[src/rtl/mem_arb_pkg.sv]
// Shared types and constants for the two-master Avalon-MM RAM arbiter.
package mem_arb_pkg;

  typedef enum logic [1:0] {IDLE, ISSUE, WAIT} state_t;
  typedef enum logic {GRANT_INSTR, GRANT_DATA} grant_t;

  localparam logic [3:0] BE_ALL = 4'b1111;

  // Slave-side request latched for the whole transaction
  typedef struct packed {
    logic [31:0] address;
    logic [3:0]  byteenable;
    logic [31:0] writedata;
    logic        read;
    logic        write;
  } req_t;

endpackage

[src/rtl/avalon_mem_arbiter_if.sv]
// One Avalon-MM port: address/control from master, waitrequest/readdata from slave.
interface avalon_mem_arbiter_if;
  logic [31:0] address;
  logic [3:0]  byteenable;
  logic        read;
  logic        write;
  logic [31:0] writedata;
  logic        waitrequest;
  logic [31:0] readdata;

  modport master (
    output address, byteenable, read, write, writedata,
    input  waitrequest, readdata
  );

  modport slave (
    input  address, byteenable, read, write, writedata,
    output waitrequest, readdata
  );
endinterface

[src/rtl/avalon_mem_arbiter_rr_select2.sv]
// Two-way round-robin pick: on contention the master not granted last wins.
module rr_select2
  import mem_arb_pkg::*;
(
  input  logic   req_i,
  input  logic   req_d,
  input  grant_t last_grant,
  output logic   valid,
  output grant_t grant
);

  always_comb begin
    valid = req_i | req_d;
    grant = GRANT_DATA;
    if (req_i && req_d)
      grant = (last_grant == GRANT_INSTR) ? GRANT_DATA : GRANT_INSTR;
    else if (req_i)
      grant = GRANT_INSTR;
  end

endmodule

[src/rtl/avalon_mem_arbiter.sv]
// Shares one Avalon-MM RAM between instruction-fetch and data masters,
// one transaction at a time, with an enforced idle cycle between transactions.
module avalon_mem_arbiter
  import mem_arb_pkg::*;
#(
  parameter int WAIT_TIMEOUT = 0
) (
  input  logic                 clk,
  input  logic                 reset,
  avalon_mem_arbiter_if.slave  i_bus,
  avalon_mem_arbiter_if.slave  d_bus,
  avalon_mem_arbiter_if.master m_bus,
  output logic                 timeout
);

  state_t      state, state_n;
  grant_t      last_grant, sel_grant;
  logic        sel_valid;
  req_t        req_q;
  logic [31:0] wait_cnt;
  logic        done;

  rr_select2 u_rr (
    .req_i      (i_bus.read),
    .req_d      (d_bus.read | d_bus.write),
    .last_grant (last_grant),
    .valid      (sel_valid),
    .grant      (sel_grant)
  );

  always_comb begin
    state_n = state;
    case (state)
      IDLE:    if (sel_valid) state_n = ISSUE;
      ISSUE:   state_n = WAIT;
      WAIT:    if (!m_bus.waitrequest) state_n = IDLE;
      default: state_n = IDLE;
    endcase
  end

  // wait_cnt holds the number of WAIT cycles including the current one
  always_ff @(posedge clk) begin
    if (reset) begin
      state      <= IDLE;
      req_q      <= '0;
      last_grant <= GRANT_DATA;
      wait_cnt   <= '0;
      timeout    <= 1'b0;
    end else begin
      state <= state_n;
      case (state)
        IDLE: if (sel_valid) begin
          last_grant <= sel_grant;
          if (sel_grant == GRANT_INSTR) begin
            req_q.address    <= i_bus.address;
            req_q.byteenable <= BE_ALL;
            req_q.writedata  <= '0;
            req_q.read       <= 1'b1;
            req_q.write      <= 1'b0;
          end else begin
            req_q.address    <= d_bus.address;
            req_q.byteenable <= d_bus.byteenable;
            req_q.writedata  <= d_bus.writedata;
            req_q.read       <= d_bus.read & ~d_bus.write;
            req_q.write      <= d_bus.write;
          end
        end
        ISSUE: wait_cnt <= 32'd1;
        WAIT: begin
          if (m_bus.waitrequest) begin
            wait_cnt <= wait_cnt + 32'd1;
            if (WAIT_TIMEOUT != 0 && wait_cnt == 32'(WAIT_TIMEOUT))
              timeout <= 1'b1;
          end else begin
            req_q.read  <= 1'b0;
            req_q.write <= 1'b0;
          end
        end
        default: ;
      endcase
    end
  end

  always_comb begin
    done              = (state == WAIT) && !m_bus.waitrequest;
    i_bus.waitrequest = !(done && last_grant == GRANT_INSTR);
    d_bus.waitrequest = !(done && last_grant == GRANT_DATA);
  end

  assign i_bus.readdata   = m_bus.readdata;
  assign d_bus.readdata   = m_bus.readdata;
  assign m_bus.address    = req_q.address;
  assign m_bus.byteenable = req_q.byteenable;
  assign m_bus.writedata  = req_q.writedata;
  assign m_bus.read       = req_q.read;
  assign m_bus.write      = req_q.write;

endmodule

[src/flat_wrapper.sv]
// flat-port wrapper written by rule: the top's interface ports become plain ports
module avalon_mem_arbiter_flat import mem_arb_pkg::*;
#(
  parameter int WAIT_TIMEOUT = 0
)
  (clk, reset, timeout, i_bus_address, i_bus_byteenable, i_bus_read, i_bus_write, i_bus_writedata, i_bus_waitrequest, i_bus_readdata, d_bus_address, d_bus_byteenable, d_bus_read, d_bus_write, d_bus_writedata, d_bus_waitrequest, d_bus_readdata, m_bus_address, m_bus_byteenable, m_bus_read, m_bus_write, m_bus_writedata, m_bus_waitrequest, m_bus_readdata);
  avalon_mem_arbiter_if i_bus_i ();
  avalon_mem_arbiter_if d_bus_i ();
  avalon_mem_arbiter_if m_bus_i ();
  input  logic clk;
  input  logic reset;
  output logic timeout;
  input wire logic [$bits(i_bus_i.address)-1:0] i_bus_address;
  input wire logic [$bits(i_bus_i.byteenable)-1:0] i_bus_byteenable;
  input wire logic [$bits(i_bus_i.read)-1:0] i_bus_read;
  input wire logic [$bits(i_bus_i.write)-1:0] i_bus_write;
  input wire logic [$bits(i_bus_i.writedata)-1:0] i_bus_writedata;
  output wire logic [$bits(i_bus_i.waitrequest)-1:0] i_bus_waitrequest;
  output wire logic [$bits(i_bus_i.readdata)-1:0] i_bus_readdata;
  input wire logic [$bits(d_bus_i.address)-1:0] d_bus_address;
  input wire logic [$bits(d_bus_i.byteenable)-1:0] d_bus_byteenable;
  input wire logic [$bits(d_bus_i.read)-1:0] d_bus_read;
  input wire logic [$bits(d_bus_i.write)-1:0] d_bus_write;
  input wire logic [$bits(d_bus_i.writedata)-1:0] d_bus_writedata;
  output wire logic [$bits(d_bus_i.waitrequest)-1:0] d_bus_waitrequest;
  output wire logic [$bits(d_bus_i.readdata)-1:0] d_bus_readdata;
  output wire logic [$bits(m_bus_i.address)-1:0] m_bus_address;
  output wire logic [$bits(m_bus_i.byteenable)-1:0] m_bus_byteenable;
  output wire logic [$bits(m_bus_i.read)-1:0] m_bus_read;
  output wire logic [$bits(m_bus_i.write)-1:0] m_bus_write;
  output wire logic [$bits(m_bus_i.writedata)-1:0] m_bus_writedata;
  input wire logic [$bits(m_bus_i.waitrequest)-1:0] m_bus_waitrequest;
  input wire logic [$bits(m_bus_i.readdata)-1:0] m_bus_readdata;
  assign i_bus_i.address = i_bus_address;
  assign i_bus_i.byteenable = i_bus_byteenable;
  assign i_bus_i.read = i_bus_read;
  assign i_bus_i.write = i_bus_write;
  assign i_bus_i.writedata = i_bus_writedata;
  assign i_bus_waitrequest = i_bus_i.waitrequest;
  assign i_bus_readdata = i_bus_i.readdata;
  assign d_bus_i.address = d_bus_address;
  assign d_bus_i.byteenable = d_bus_byteenable;
  assign d_bus_i.read = d_bus_read;
  assign d_bus_i.write = d_bus_write;
  assign d_bus_i.writedata = d_bus_writedata;
  assign d_bus_waitrequest = d_bus_i.waitrequest;
  assign d_bus_readdata = d_bus_i.readdata;
  assign m_bus_address = m_bus_i.address;
  assign m_bus_byteenable = m_bus_i.byteenable;
  assign m_bus_read = m_bus_i.read;
  assign m_bus_write = m_bus_i.write;
  assign m_bus_writedata = m_bus_i.writedata;
  assign m_bus_i.waitrequest = m_bus_waitrequest;
  assign m_bus_i.readdata = m_bus_readdata;
  avalon_mem_arbiter #(.WAIT_TIMEOUT(WAIT_TIMEOUT)) u_core (.clk(clk), .reset(reset), .i_bus(i_bus_i), .d_bus(d_bus_i), .m_bus(m_bus_i), .timeout(timeout));
endmodule
[config.mk]
export PLATFORM = sky130hd
export DESIGN_NAME = avalon_mem_arbiter_flat
export DESIGN_NICKNAME = d
export VERILOG_FILES = /design/src/rtl/mem_arb_pkg.sv /design/src/rtl/avalon_mem_arbiter_if.sv /design/src/rtl/avalon_mem_arbiter_rr_select2.sv /design/src/rtl/avalon_mem_arbiter.sv /design/src/flat_wrapper.sv
export SDC_FILE = /design/constraint.sdc
export NUM_CORES = 1
export LEC_CHECK = 0
export ABC_AREA = 1
export BUFFER_PORTS_ARGS = -buffer_cell sky130_fd_sc_hd__buf_4
export CORE_AREA = 8 8 115 117
export DETAILED_ROUTE_END_ITERATION = 6
export DIE_AREA = 0 0 123 125
export HOLD_SLACK_MARGIN = 0.08
export PLACE_DENSITY = 0.74
export SLEW_MARGIN = 20
export SYNTH_ARGS = -nofsm -noshare
export SYNTH_HDL_FRONTEND = slang
export SYNTH_SLANG_ARGS = --single-unit
export TNS_END_PERCENT = 5
[constraint.sdc]
create_clock -name clk -period 3.5 [get_ports clk]
set_input_delay 0.175 -clock clk [delete_from_list [all_inputs] [get_ports clk]]
set_output_delay 0.175 -clock clk [all_outputs]
set_load 0.005 [all_outputs]
==> results.md <==
- Min cycle time layout: 1.59 ns
- Fin nets: 776
- Global-route usage over all layers: 0.143
- Fin crit share: 0.455
- Yosys top cell area share: 0.356
- Starting Density: 0.353
- Startpoint type of the worst setup path: flop
- Total power: about 2500 µW
- Via count: 3,605
- Crit path required time: 3.72 ns
- #FFs+latches synth: between 70 and 80
- Wire per inst: 15.0 µm
- HPWL Detailed: 7910 µm
- Fill cells: 1,151
- CTS H-tree depth: 3
- WL met3: 1330 µm
- Int Pwr: roughly 1700 µW
- Clock Tree Buf Depth: 2
- Commonest cells after routing, fill and taps aside: buf_4 (179), nor2_1 (74), dfxtp_1 (73)
- Seq pwr share: 0.394
- First-pass iteration count of the detailed router: 4
- Peak VDD IR: 0.284 mV
- Initial antenna violation count: 0
- CP Capture Type: flop
- Slew Viols, Final: 0
- First-iteration detailed-routing DRC count: 194
- Diodes inserted: 0
- Worst EP arrival: 1.82 ns
- CTS Sinks: 73
- Buffers on Ports: ~180
- Worst Hold End: u_core.m_bus.writedata[22]
- Critical path peak fanout: 64
- Synth area leaders: dfxtp_1 (36%), buf_4 (13%), nand3_2 (7.8%)
- Final Core Density: 0.447
- Setup violators final: 0
- Final hold viol count: 0
- Netlist cell types: 27
- Grt total ovfl: 0
- Reg2reg setup slack: 1.91 ns
- Top Layer Used: met4
- Least-Margin Pin Slew: 0.641 ns
- Clock Skew: around 0.0032 ns
- Die W: 123 µm
- Post-synthesis cell count: 509
- Peak Freq: 628 MHz
- Root buffer cell: clkbuf_16
- Detail Route Antenna Nets: 0
- Post-Route Setup TNS: 0 ns
- Leak: between 0.002 and 0.0025 µW
- Ys Warns: 0
- Metal-1 WL: roughly 4500 µm
- Num rows: 40
- Placed Area: around 0.005 mm²
- Worst Hold Launch: d_bus_writedata[22]
- Num CTS Buffers: 9
- Post_cts resized: 0
- # DRC: 0
- Max-cap violations: 0
- Gate power share: 0.272
- Status: completed
- Chip height: approximately 130 µm
- Worst-path clk slew: ~0.06 ns
- HP Class: input port to flop
- Final instance area: 0.00519 mm²
- Clk_lat worst skew: 0.33 ns
- Sw Ratio: 0.301
- First-pass GRT wire length: 17,800 µm
- Clock Power Share: 0.333
- Max_slew headroom: 0.571
- Worst r2r src: u_core.last_grant
- Post-CTS setup buffer count: 0
- Largest net degree at the start of global routing: 104
- Core area: between 0.01 and 0.015 mm²
- Met2 Wirelength: 5240 µm
- Cell Pwr Density: around 480 mW/mm²
- DRT Wirelength: 11,300 µm
- Worst r2r dst: u_core.m_bus.address[0]
- FF-to-FF path depth: 6
- Post-Syn Area per Cell: 8.06 µm²
- Vias/cell: 4.79
- Layout cells sized above 1: 0.441
- Post-synthesis sequential area ratio: 0.356
- Post-Synthesis Cell Area: 0.00410 mm²
- WHS Path Cells: 3
- Area grow syn2layout: 26.5%
- TritonCTS clock tree: built
- Cell taking the most area after synthesis: dfxtp_1
- Syn_nets: 684
- WS Path Type: flop to flop
- Vias in the first global route: 3,533
- Top Ports: ~310
- P_sw: 751 µW
- RSZ-0062 raised after global routing: false
- Commonest non-fill, non-tap cell in the layout: buf_4
- Die Area: 0.0154 mm²
- Hold_ws: 0.105 ns
- GP Congestion: 0.759
-- stage by stage --
stage / instances / worst slack (ns)
6_report: 752 / 1.91
5_1_grt: 752 / 1.71
4_1_cts: 752 / 1.86
3_5_place_dp: 733 / 1.87
3_3_place_gp: 733 / 1.91
2_1_floorplan: 509 / 2.32
-- power by group through the flow --
stage,sequential (µW),combinational (µW),clock [µW]
3_5_place_dp,1000,687,0
2_1_floorplan,1000,476,0
6_report,983,680,832
3_3_place_gp,996,671,0
5_1_grt,995,754,907
4_1_cts,984,693,866
-- sequential cells by signal (all words and copies together), names as in the netlist --
register	count
u_core.m_bus.address	32
u_core.m_bus.writedata	32
u_core.m_bus.byteenable	4
u_core.state	2
u_core.last_grant	1
u_core.m_bus.read	1
u_core.m_bus.write	1
-- critical path, stage by stage, from the launching register on --
cell and delay [ns]:
dfxtp_1 0.34, inv_1 0.10, o21ai_4 0.08, buf_4 0.50, a21boi_0 0.24, nor2_1 0.15, nor2_1 0.04
-- synth_stat cells (all sizes together) --
library cell	instances
nand2	74
clkbuf	12
conb	1
a21oi	35
buf	91
dfxtp	73
nand3	66
inv	8
o21ai	39
nor3	1
o211ai	1
nor2	75
a21boi	33
-- layer usage --
metal / GRT usage / vias up
li1: - / 1787
met1: 0.163 / 1642
met2: 0.221 / 157
met3: 0.0716 / 19
met4: 0.0567 / 0
met5: 0 / -
-- cells by family (layout without fill, tap and decap cells) --
logic type      Yosys count  in the layout  share of synthesized area
flops                    73             73                      0.356
compound gates          108            108                      0.185
other cells               1              1                   0.000914
buf+inv                 111            207                      0.196
simple gates            216            216                      0.261
-- timing repair --
item / 4_1_cts / 5_1_grt
endpoints found under the setup margin: 0 / 0
hold buffers: 4 / 0
hold endpoints to repair: 4 / 0
-- how the worst max path moves through the flow --
stage,start,endpoint,slack [ns],cells past startpoint
3_3_place_gp,u_core.state[0],u_core.m_bus.byteenable[3],1.91,7
3_5_place_dp,u_core.state[0],u_core.m_bus.byteenable[3],1.87,7
6_report,u_core.last_grant,u_core.m_bus.address[0],1.91,6
2_1_floorplan,u_core.state[0],u_core.m_bus.address[10],2.32,8
4_1_cts,u_core.state[0],u_core.m_bus.byteenable[3],1.86,7
5_1_grt,u_core.state[0],u_core.m_bus.byteenable[2],1.71,7
-- layout make-up --
type	instances	area, µm²	area share
Multi-Input combinational cell	325	1850	0.356
Sequential cell	73	1460	0.282
Timing Repair Buffer	184	1400	0.271
Clock buffer	12	246	0.0475
Tap cell	147	184	0.0354
Inverter	8	30.0	0.00579
Clock inverter	3	17.5	0.00338
(Power assumes the default switching activity.)
